## src/rtl/snd_mix.sv

```systemverilog
// Expansion-audio mixer: snapshots all channels on each M2 fall and does a serial gain MAC with one multiplier.
// Then it saturates the sum and registers it for the DAC. Define SND_MIX_LPF_EN to add a one-pole output low-pass stage.
module snd_mix #(
   parameter int CH_NUM = 4,
   parameter int SMP_W  = 12,
   parameter int GAIN_W = 8,
   parameter int OUT_W  = 16
`ifdef SND_MIX_LPF_EN
  ,parameter int LPF_SHIFT = 3
`endif
)(
   input  logic                     clk,
   input  logic                     rst_n,
   input  logic                     m2,
   input  logic [CH_NUM*SMP_W-1:0]  ch_smp,
   input  logic [CH_NUM*GAIN_W-1:0] ch_gain,
   input  logic [CH_NUM-1:0]        ch_en,
   input  logic                     mute,
   input  logic                     clip_clr,
   output logic [OUT_W-1:0]         snd,
   output logic                     smp_stb,
   output logic                     clip
);

   localparam int ACC_W  = SMP_W + GAIN_W + $clog2(CH_NUM);
   localparam int PROD_W = SMP_W + GAIN_W;
   localparam int IDX_W  = (CH_NUM > 1) ? $clog2(CH_NUM) : 1;
   localparam int SH     = GAIN_W - 1 - (OUT_W - SMP_W);
   localparam int SHR    = (SH > 0) ? SH : 0;
   localparam int SHL    = (SH < 0) ? -SH : 0;
   localparam int SC_W   = ACC_W + SHL;
   localparam logic [IDX_W-1:0] LAST_IDX = IDX_W'(CH_NUM - 1);

`ifdef SND_MIX_LPF_EN
   typedef enum logic [1:0] {IDLE, MAC, SAT, LPF} state_t;
   localparam int Y_W = OUT_W + LPF_SHIFT;
`else
   typedef enum logic [1:0] {IDLE, MAC, SAT} state_t;
`endif

   state_t state, state_nxt;

   logic m2_s1, m2_s2, m2_s3, fall_det;

   logic [CH_NUM*SMP_W-1:0]  sh_smp;
   logic [CH_NUM*GAIN_W-1:0] sh_gain;
   logic [CH_NUM-1:0]        sh_en;
   logic                     sh_mute;

   logic [ACC_W-1:0]  acc;
   logic [IDX_W-1:0]  idx;
   logic [SMP_W-1:0]  cur_smp;
   logic [GAIN_W-1:0] cur_gain;
   logic [PROD_W-1:0] prod;
   logic [ACC_W-1:0]  mac_term;
   logic [SC_W-1:0]   scaled;
   logic              sat_ovf;
   logic [OUT_W-1:0]  sat_res;
   logic              clip_set;

`ifdef SND_MIX_LPF_EN
   logic [OUT_W-1:0]      x_q;
   logic [Y_W-1:0]        y;
   logic signed [Y_W:0]   lpf_diff;
   logic [Y_W-1:0]        y_nxt;
`endif

   // m2 is asynchronous: two flops to settle it, a third to remember the previous level
   always_ff @(posedge clk or negedge rst_n) begin
      if (!rst_n) begin
         m2_s1    <= 1'b0;
         m2_s2    <= 1'b0;
         m2_s3    <= 1'b0;
         fall_det <= 1'b0;
      end else begin
         m2_s1    <= m2;
         m2_s2    <= m2_s1;
         m2_s3    <= m2_s2;
         fall_det <= m2_s3 & ~m2_s2;
      end
   end

   always_ff @(posedge clk or negedge rst_n) begin
      if (!rst_n) state <= IDLE;
      else        state <= state_nxt;
   end

   always_comb begin
      state_nxt = state;
      case (state)
         IDLE:    if (fall_det) state_nxt = MAC;
         MAC:     if (idx == LAST_IDX) state_nxt = SAT;
`ifdef SND_MIX_LPF_EN
         SAT:     state_nxt = LPF;
         LPF:     state_nxt = IDLE;
`else
         SAT:     state_nxt = IDLE;
`endif
         default: state_nxt = IDLE;
      endcase
   end

   always_comb begin
      cur_smp  = sh_smp[idx*SMP_W +: SMP_W];
      cur_gain = sh_gain[idx*GAIN_W +: GAIN_W];
      prod     = PROD_W'(cur_smp) * PROD_W'(cur_gain);
      mac_term = sh_en[idx] ? ACC_W'(prod) : '0;
      scaled   = (SC_W'(acc) >> SHR) << SHL;
      sat_ovf  = |scaled[SC_W-1:OUT_W];
      sat_res  = sh_mute ? '0 : (sat_ovf ? '1 : scaled[OUT_W-1:0]);
      clip_set = (state == SAT) && sat_ovf && !sh_mute;
   end

`ifdef SND_MIX_LPF_EN
   // y carries LPF_SHIFT fractional bits; the step toward x<<LPF_SHIFT is floor-divided
   always_comb begin
      lpf_diff = $signed({1'b0, x_q, {LPF_SHIFT{1'b0}}}) - $signed({1'b0, y});
      y_nxt    = Y_W'($signed({1'b0, y}) + (lpf_diff >>> LPF_SHIFT));
   end
`endif

   always_ff @(posedge clk or negedge rst_n) begin
      if (!rst_n) begin
         sh_smp  <= '0;
         sh_gain <= '0;
         sh_en   <= '0;
         sh_mute <= 1'b0;
         acc     <= '0;
         idx     <= '0;
         snd     <= '0;
         smp_stb <= 1'b0;
         clip    <= 1'b0;
`ifdef SND_MIX_LPF_EN
         x_q     <= '0;
         y       <= '0;
`endif
      end else begin
         smp_stb <= 1'b0;
         if (clip_set)      clip <= 1'b1;
         else if (clip_clr) clip <= 1'b0;
         case (state)
            IDLE: begin
               if (fall_det) begin
                  sh_smp  <= ch_smp;
                  sh_gain <= ch_gain;
                  sh_en   <= ch_en;
                  sh_mute <= mute;
                  acc     <= '0;
                  idx     <= '0;
               end
            end
            MAC: begin
               acc <= acc + mac_term;
               idx <= idx + IDX_W'(1);
            end
`ifdef SND_MIX_LPF_EN
            SAT: x_q <= sat_res;
            LPF: begin
               if (sh_mute) begin
                  y   <= '0;
                  snd <= '0;
               end else begin
                  y   <= y_nxt;
                  snd <= y_nxt[Y_W-1:LPF_SHIFT];
               end
               smp_stb <= 1'b1;
            end
`else
            SAT: begin
               snd     <= sat_res;
               smp_stb <= 1'b1;
            end
`endif
            default: ;
         endcase
      end
   end

endmodule

```

## config.mk

```make
export PLATFORM = sky130hd
export DESIGN_NAME = snd_mix
export DESIGN_NICKNAME = d
export VERILOG_FILES = /design/src/rtl/snd_mix.sv
export SDC_FILE = /design/constraint.sdc
export NUM_CORES = 1
export LEC_CHECK = 0
export CORE_ASPECT_RATIO = 1.75
export CORE_MARGIN = 2
export CORE_UTILIZATION = 40
export DETAILED_ROUTE_END_ITERATION = 10
export DONT_BUFFER_PORTS = 1
export PLACE_DENSITY = 0.67
export REMOVE_ABC_BUFFERS = 1
export SETUP_SLACK_MARGIN = 0.02
export SLEW_MARGIN = 40
export SYNTH_ARGS = -nofsm -noshare
export SYNTH_HDL_FRONTEND = slang
export SYNTH_SLANG_ARGS = --single-unit
```

## constraint.sdc

```tcl
create_clock -name clk -period 6.87 [get_ports clk]
set_clock_uncertainty 0.15 [all_clocks]
set_input_delay 1.0305 -clock clk [delete_from_list [all_inputs] [get_ports clk]]
set_output_delay 1.0305 -clock clk [all_outputs]
set_load 0.05 [all_outputs]
```

* Word-level counts from Yosys, hierarchy flattened
Index checks and enable logic that the tools add are counted. W data, S select, Z words.
Storage, ports and cells: register bits after elaboration 133, latch bits 0, bits in writable memories 0, memory bits (read-only) 0, output and inout bits 18, logic and storage cells 53, memories kept 0
Cells by class: $add $sub $neg 2, multipliers 2, divide/modulo/power cells 0, $lt $le $gt $ge 1, eq/ne operators 5, shift-type cells 2, muxes and demuxes 15, bitwise operators 2, reductions and logical operators 10
Operator list (count):
- $shiftx A48 B7 Y12 | 1
- $pmux W22 S2 | 1
- $mux W16 | 2
- $shiftx A32 B6 Y8 | 1
- $add A22 B20 Y22 | 1
- $mux W22 | 1
- $mul A12 B8 Y20 | 1
- $mux W20 | 1
- $pmux W2 S2 | 2
- $mux W2 | 3
- $reduce_and A2 Y1 | 3
- $eq A2 B2 Y1 const B | 2
- $mul A2 B2 Y4 const B | 1
- $mux W1 | 4
- $ne A2 B2 Y1 const B | 2
- $reduce_bool A2 Y1 | 2
- $lt A2 B3 Y1 const B | 1
- $reduce_or A3 Y1 | 1
- $add A2 B1 Y2 const B | 1
- $bmux W1 S2 | 1
- $eq A2 B1 Y1 const B | 1
- $logic_and A1 B1 Y1 | 2
- $logic_not A2 Y1 | 1
- $and A1 B1 Y1 | 1
- other kinds (2) | 2

* Longest topological paths before layout
Gate-level depths: netlist of the first run.
word-level depth 6, gate-level depth with buffers 28, gate-level depth less buffers 24

* Worst setup path after synthesis of the first run
Ideal clock, no wire load.
path kind flip-flop to flip-flop, from reg idx[0], to reg acc[19], library setup time 0.134 ns, arrival 6.140 ns, setup slack 0.446 ns, stages on the path, launching flop included 25, buffers on the path 2, path through dfrtp_1 > buf_2 > buf_4 > mux4_2 > and2_1 > fa_1 > fa_1 > fa_1 > inv_1 > fa_1 > inv_1 > ha_1 > a21oi_1 > nand2_1 > o311ai_1 > o21ai_0 > xnor2_1 > nor2_1 > ha_1 > and2_1 > a221o_1 > a21oi_1 > nand3_1 > xnor2_1 > o21ai_0
Between the ends: cells in the longest elaborated chain, start to end 6, elaborated cells between the ends (all ways) 9, classes of those cells 1 x add/sub; 2 x mul; 2 x shift; 4 x mux
Ends and longest elaborated chain:
- start: declaration | line 51 | logic [IDX_W-1:0] idx;
- start signal: assignment | line 154 | idx <= idx + IDX_W'(1);
- $mul A2 B2 Y4 | line 104 | cur_smp = sh_smp[idx*SMP_W +: SMP_W];
- $shiftx A48 B7 Y12 | line 104
- $mul A12 B8 Y20 | line 106 | prod = PROD_W'(cur_smp) * PROD_W'(cur_gain);
- $mux W20 (*) | line 107 | mac_term = sh_en[idx] ? ACC_W'(prod) : '0;
- $add A22 B20 Y22 (*) | line 153 | acc <= acc + mac_term;
- $pmux W22 S2 (*) | line 141 | case (state)
- end signal: assignment | line 153
- end: declaration | line 50 | logic [ACC_W-1:0] acc;
Every way passes the cells marked *; elsewhere a longest branch is shown, timed or not. The select of a mux whose other input is x is not followed. A chain may end at the register's enable or synchronous reset.

* Final worst setup path of the first run
from reg idx[0], to reg acc[17]
Same word-level chain as after synthesis.

==> run_results.csv, run 1 <==
group,metric,value,unit
placement,place_congestion,0.883,
floorplan,ios,107,
sta,period_minus_slack,6780,ps
worst_hold_path,hold_path_class,"input pin to asynchronous set/reset pin",
yosys,synth.area.top_cells,"dfrtp_1 (34%), nand2_1 (13%), fa_1 (12%), ha_1 (7.8%), and2_1 (5.2%)",
final_layout,postLayoutCoreUtil,47.6,%
sta,setup_viol,0,
yosys,async_flop_share,100,%
yosys,avgSynthCellArea,8.94,sq um
setup_path,crit_top_cell,"fa_1",
setup_path,cp_max_fo,7,
sta,slew_viol_final,0,
setup_path,slowest_delay,580,ps
drt,wl_per_cell,17.0,microns
yosys,synth_top_cell_area_share,34.0,%
yosys,ys_seq_elements,133,
setup_path,cpLargestDelayFamily,"adder cells",
final_layout,syn_to_final_growth,16.9,%
clock_network,cts_tree,"built",
sta,finalCritPeriodShare,98.8,%
clock_network,cts_buffers,17,
sta,tightest_slew,712,ps
placement,place_ws,-69.3,ps
setup_path,cp_data_arrival_time,6960,ps
placement,place_inst,1376,
drt,routed_wl,24400,microns
global_routing,busiest_layer,"met2",
run,maxCapViolations,0,
setup_path,critPathSlowestCell,"fa_1",
global_routing,use_met1,20.4,%
sta,setup_ws,85.5,ps
final_layout,final_nets,1328,
global_routing,grt_pass1_wl,38100,microns
placement,hpwl,17300,microns
clock_network,ctsHtreeMaxLevel,4,
yosys,ys_warn_count,0,
global_routing,grt_pass1_vias,7741,
global_routing,grt_max_degree,134,
global_routing,antenna_found_initial,0,
drt,vias_per_cell,5.20,
yosys,synthFlopType,"dfrtp_1",
final_layout,antennaDiodeCount,0,
yosys,ys_seq_area_share,34.0,%
yosys,yosysMostFrequentCell,"nand2_1",
drt,drtIter0Drc,285,
drt,drt_first_pass_iters,5,
floorplan,start_util,40.7,%
yosys,synthTopCellsByCount,"nand2_1 (327), dfrtp_1 (133), inv_1 (102)",
yosys,syn-instance-count,1095,
final_layout,drive_above_1_share,16.5,%
placement,io_buffers,0,
setup_path,path_buf_inv,5,
drt,drtAntennaViolNets,0,
floorplan,fp.coreArea,24000,sq um
floorplan,die_x,122,microns
placement,placed_area,10200,sq um
setup_path,critPathKind,"register to register",
sta,clock.fmax,147,MHz
clock_network,root_buffer,"clkbuf_16",
final_layout,fin_cells,1438,
status,outcome,"complete, no violations",
floorplan,die_h,211,microns
yosys,ys_types,57,
global_routing,overflow,0,
clock_network,clkSinkCount,133,
yosys,syn_area,9780,sq um
sta,finalHoldViolations,0,
global_routing,grt_use_met3,3.32,%
clock_network,worstSkewPairLatency,440,ps
drt,drc,0,
sta,slew_headroom,52.5,%
setup_path,end_kind,"register",
sta,grt_setup_unrepaired,"true",
yosys,yosysTopAreaCell,"dfrtp_1",
final_layout,fin_area,11400,sq um
global_routing,use_met2,35.7,%
yosys,synth-edff-count,0,
global_routing,track_usage,19.1,%
clock_network,clk_pin_slew_worst_paths,60,ps
clock_network,cts_hold_buffers,0,
setup_path,startpoint_type,"register",
floorplan,dieArea,25800,sq um
drt,num_vias,7484,
floorplan,row_count,75,
clock_network,clk_path_buf_depth,2,
setup_path,cp.required,7040,ps
[path summary, 6_finish.rpt]
check / depth (start not counted) / startpoint / endpoint / slack, ps
worst max-delay path: 25 / idx[0]$_DFFE_PN0P_ / acc[17]$_DFFE_PN0P_ / 90
worst min-delay path: 0 / rst_n / sh_gain[26]$_DFFE_PN0P_ / 130
worst max register to register: 25 / idx[0]$_DFFE_PN0P_ / acc[17]$_DFFE_PN0P_ / 90
worst min register to register: 0 / m2_s1$_DFF_PN0_ / m2_s2$_DFF_PN0_ / 200
max in group asynchronous: 0 / rst_n / sh_smp[39]$_DFFE_PN0P_ / 6210
min in group clk: 0 / m2_s1$_DFF_PN0_ / m2_s2$_DFF_PN0_ / 200
[flip-flops by register name, summed over array words and instances, names as in the netlist, 2 cells and up]
register,flops
snd,16
acc,22
state,2
sh_smp,48
idx,2
sh_en,4
sh_gain,32
[metal layers]
| metal | wire length (microns) | share of wire (%) |
|---|---|---|
| met5 | 0 | 0 |
| met4 | 840 | 3.4 |
| met3 | 1010 | 4.1 |
| met2 | 13600 | 56 |
| met1 | 8890 | 36 |
[layout by cell type (no fill, tap or decap), types with 21 or more instances in the layout]
cell type  Yosys  routed
inv_1        102      97
nor2_1        32      31
a21oi_1       32      25
buf_4          6      41
nand2_1      327     323
mux4_2        20      22
nand3_1       22      22
and2_1        81      59
and2_4         0      21
dfrtp_1      133     132
fa_1          61      56
o21ai_0       33      27
ha_1          61      49
[through the flow]
stage               TNS (ps)  hold WS (ps)
floorplan              -95.4           181
global placement           0           186
detailed placement     -69.3           192
CTS                        0           124
global route            -223           118
finish                     0           135
[cell families after synthesis]
family | share of synthesized area, %
fa+ha+maj | 20.3
compound gates | 8.87
xor+xnor | 2.69
buf+inv | 6.38
mux | 5.33
flops | 34.0
simple gates | 22.4
[repair_timing]
action                                  4_1_cts  5_1_grt
resized for setup                             6       80
pin swaps                                     0       69
setup buffers                                 3       23
endpoints found under the setup margin        1        9
cloned                                        2        3
[final cells by class]
class | count | area [sq um]
Clock buffer | 19 | 453
Clock inverter | 13 | 146
Fill cell | 2320 | 12600
Inverter | 102 | 383
Multi-Input combinational cell | 810 | 6230
Sequential cell | 133 | 3330
Tap cell | 308 | 385
Timing Repair Buffer | 53 | 513
Power of run 1 is left out: the tool's default activity adds up to more than one toggle a clock period on the data nets, which glitch-free logic cannot reach.
==> run 2, diff against run 1 <==
==> config.mk (replaced) <==
export PLATFORM = sky130hd
export DESIGN_NAME = snd_mix
export DESIGN_NICKNAME = d
export VERILOG_FILES = /design/src/rtl/snd_mix.sv
export SDC_FILE = /design/constraint.sdc
export NUM_CORES = 1
export LEC_CHECK = 0
export CELL_PAD_IN_SITES_DETAIL_PLACEMENT = 1
export CELL_PAD_IN_SITES_GLOBAL_PLACEMENT = 2
export CORE_ASPECT_RATIO = 1.75
export CORE_MARGIN = 2
export CORE_UTILIZATION = 36
export DETAILED_ROUTE_END_ITERATION = 10
export DONT_BUFFER_PORTS = 1
export PLACE_DENSITY = 0.88
export REMOVE_ABC_BUFFERS = 1
export SYNTH_ARGS = -nofsm -noshare
export SYNTH_HDL_FRONTEND = slang
export SYNTH_SLANG_ARGS = --single-unit
==> run_results.csv, run 2 (same netlist as run 1, synthesis figures left out) <==
group,metric,value,unit
status,outcome,"complete, no violations",
drt,num_vias,7576,
sta,holdWs,117,ps
global_routing,grt_max_degree,134,
clock_network,clkSinkCount,133,
drt,vias_per_cell,5.20,
placement,place_congestion,0.832,
drt,routed_wl,26200,microns
setup_path,r2r_cells,26,
clock_network,clk_pin_slew_worst_paths,60,ps
sta,fin_setup_tns,0,ps
setup_path,end_kind,"register",
setup_path,cp_data_arrival_time,6850,ps
global_routing,grt_pass1_vias,8270,
setup_path,cp.required,7050,ps
global_routing,overflow,0,
floorplan,start_util,36.7,%
global_routing,grt_pass1_wl,41600,microns
final_layout,mostFrequentLayoutCell,"nand2_1",
placement,hpwl,19300,microns
setup_path,cp_max_fo,7,
sta,tightest_slew,1130,ps
clock_network,worstSkewPairLatency,460,ps
final_layout,drive_above_1_share,16.3,%
setup_path,crit_path_end,"acc[19]$_DFFE_PN0P_",
final_layout,largest_register_ffs,48,
drt,drt_first_pass_iters,5,
clock_network,cts_buffers,17,
clock_network,cts_tree,"built",
floorplan,fp.coreArea,26700,sq um
placement,io_buffers,0,
clock_network,ctsHtreeMaxLevel,4,
setup_path,crit_start,"idx[0]$_DFFE_PN0P_",
setup_path,critPathKind,"register to register",
sta,slew_viol_final,0,
clock_network,clk_path_buf_depth,2,
clock_network,root_buffer,"clkbuf_16",
run,maxCapViolations,0,
drt,wl_per_cell,18.0,microns
drt,drtAntennaViolNets,0,
sta,finalCritPeriodShare,97.0,%
global_routing,antenna_found_initial,0,
drt,drtIter0Drc,187,
drt,drc,0,
final_layout,fin_cells,1458,
sta,clock.fmax,150,MHz
sta,finalHoldViolations,0,
setup_path,rr_endpoint,"acc[19]$_DFFE_PN0P_",
placement,place_inst,1395,
floorplan,row_count,79,
setup_path,r2r_slack,200,ps
setup_path,startpoint_type,"register",
final_layout,largest_register,"sh_smp",
floorplan,ios,107,
final_layout,top_regs,"sh_smp (48), sh_gain (32), acc (22)",
setup_path,reg2reg_from,"idx[0]$_DFFE_PN0P_",
floorplan,die_h,222,microns
final_layout,antennaDiodeCount,0,
floorplan,die_x,129,microns
final_layout,syn_to_final_growth,17.3,%
global_routing,track_usage,18.7,%
sta,setup_viol,0,
worst_hold_path,hold_path_class,"input pin to asynchronous set/reset pin",
sta,slew_headroom,24.6,%
sta,period_minus_slack,6670,ps
final_layout,final_nets,1332,
floorplan,dieArea,28600,sq um
final_layout,layout_common_cells,"nand2_1 (324), dfrtp_1 (132), inv_1 (96)",
clock_network,cts_hold_buffers,0,
==> run 2: changes by cell type in the layout (fill, tap and decap cells not counted), sizes merged <==
cell      delta
buf          +5
inv          -3
clkinvlp     +2
bufinv       +1
clkbuf       +1
clkinv       -1
mux4         -1
==> run 2: final cells by class <==
cell class,count,area [sq um]
Clock buffer,20,457
Fill cell,3087,15200
Timing Repair Buffer,58,534
Inverter,102,383
Tap cell,324,405
Sequential cell,133,3330
Multi-Input combinational cell,809,6210
Clock inverter,12,153
==> run 2: critical path: stages, from the launching register on <==
cell,delay [ps]
dfrtp_2,390
buf_12,130
clkbuf_16,160
mux4_2,590
buf_6,170
and2_1,170
fa_2,380
fa_1,490
inv_1,50
fa_1,480
fa_1,540
inv_1,60
ha_4,250
o211ai_1,130
o211ai_1,110
buf_4,170
a32oi_4,260
o221ai_2,130
xnor2_1,190
nor2_1,70
ha_1,370
and2_4,180
a221o_1,340
a21oi_2,150
nand3_1,130
xnor2_1,190
o21ai_1,100
==> run 2: what timing repair did <==
| item | 4_1_cts | 5_1_grt |
|---|---|---|
| gates cloned | 0 | 3 |
| setup endpoints to repair | 5 | 9 |
| pin swaps | 0 | 62 |
| gates resized for setup | 4 | 78 |
| setup buffers | 2 | 26 |
==> run 2: how the worst min path moves through the flow <==
stage                          startpoint                       to  cells after the start
after detailed placement  m2_s1$_DFF_PN0_          m2_s2$_DFF_PN0_                      0
final                               rst_n  sh_gain[21]$_DFFE_PN0P_                      0
after global placement    m2_s1$_DFF_PN0_          m2_s2$_DFF_PN0_                      0
after CTS                           rst_n  sh_gain[21]$_DFFE_PN0P_                      0
after global routing                rst_n  sh_gain[21]$_DFFE_PN0P_                      0
after floorplan           m2_s1$_DFF_PN0_          m2_s2$_DFF_PN0_                      0
==> run 2: through the flow <==
| stage | util [%] | setup WS, ps | cell area (sq um) |
|---|---|---|---|
| after CTS | 40.6 | 30.1 | 10800 |
| after floorplan | - | -70.8 | 9540 |
| after global routing | 43.0 | -76.7 | 11500 |
| final | 43.0 | 204 | 11500 |
| after detailed placement | 38.2 | -32.2 | 10200 |
| after global placement | 38.2 | 64.9 | 10200 |
==> run 2: routing by layer <==
metal | GRT usage (%) | part of all wire, %
met1 | 19.4 | 37
met2 | 35.1 | 57
met3 | 3.16 | 2.5
met4 | 9.82 | 4.1
met5 | 0 | 0
Power of run 2 is left out for the same reason.
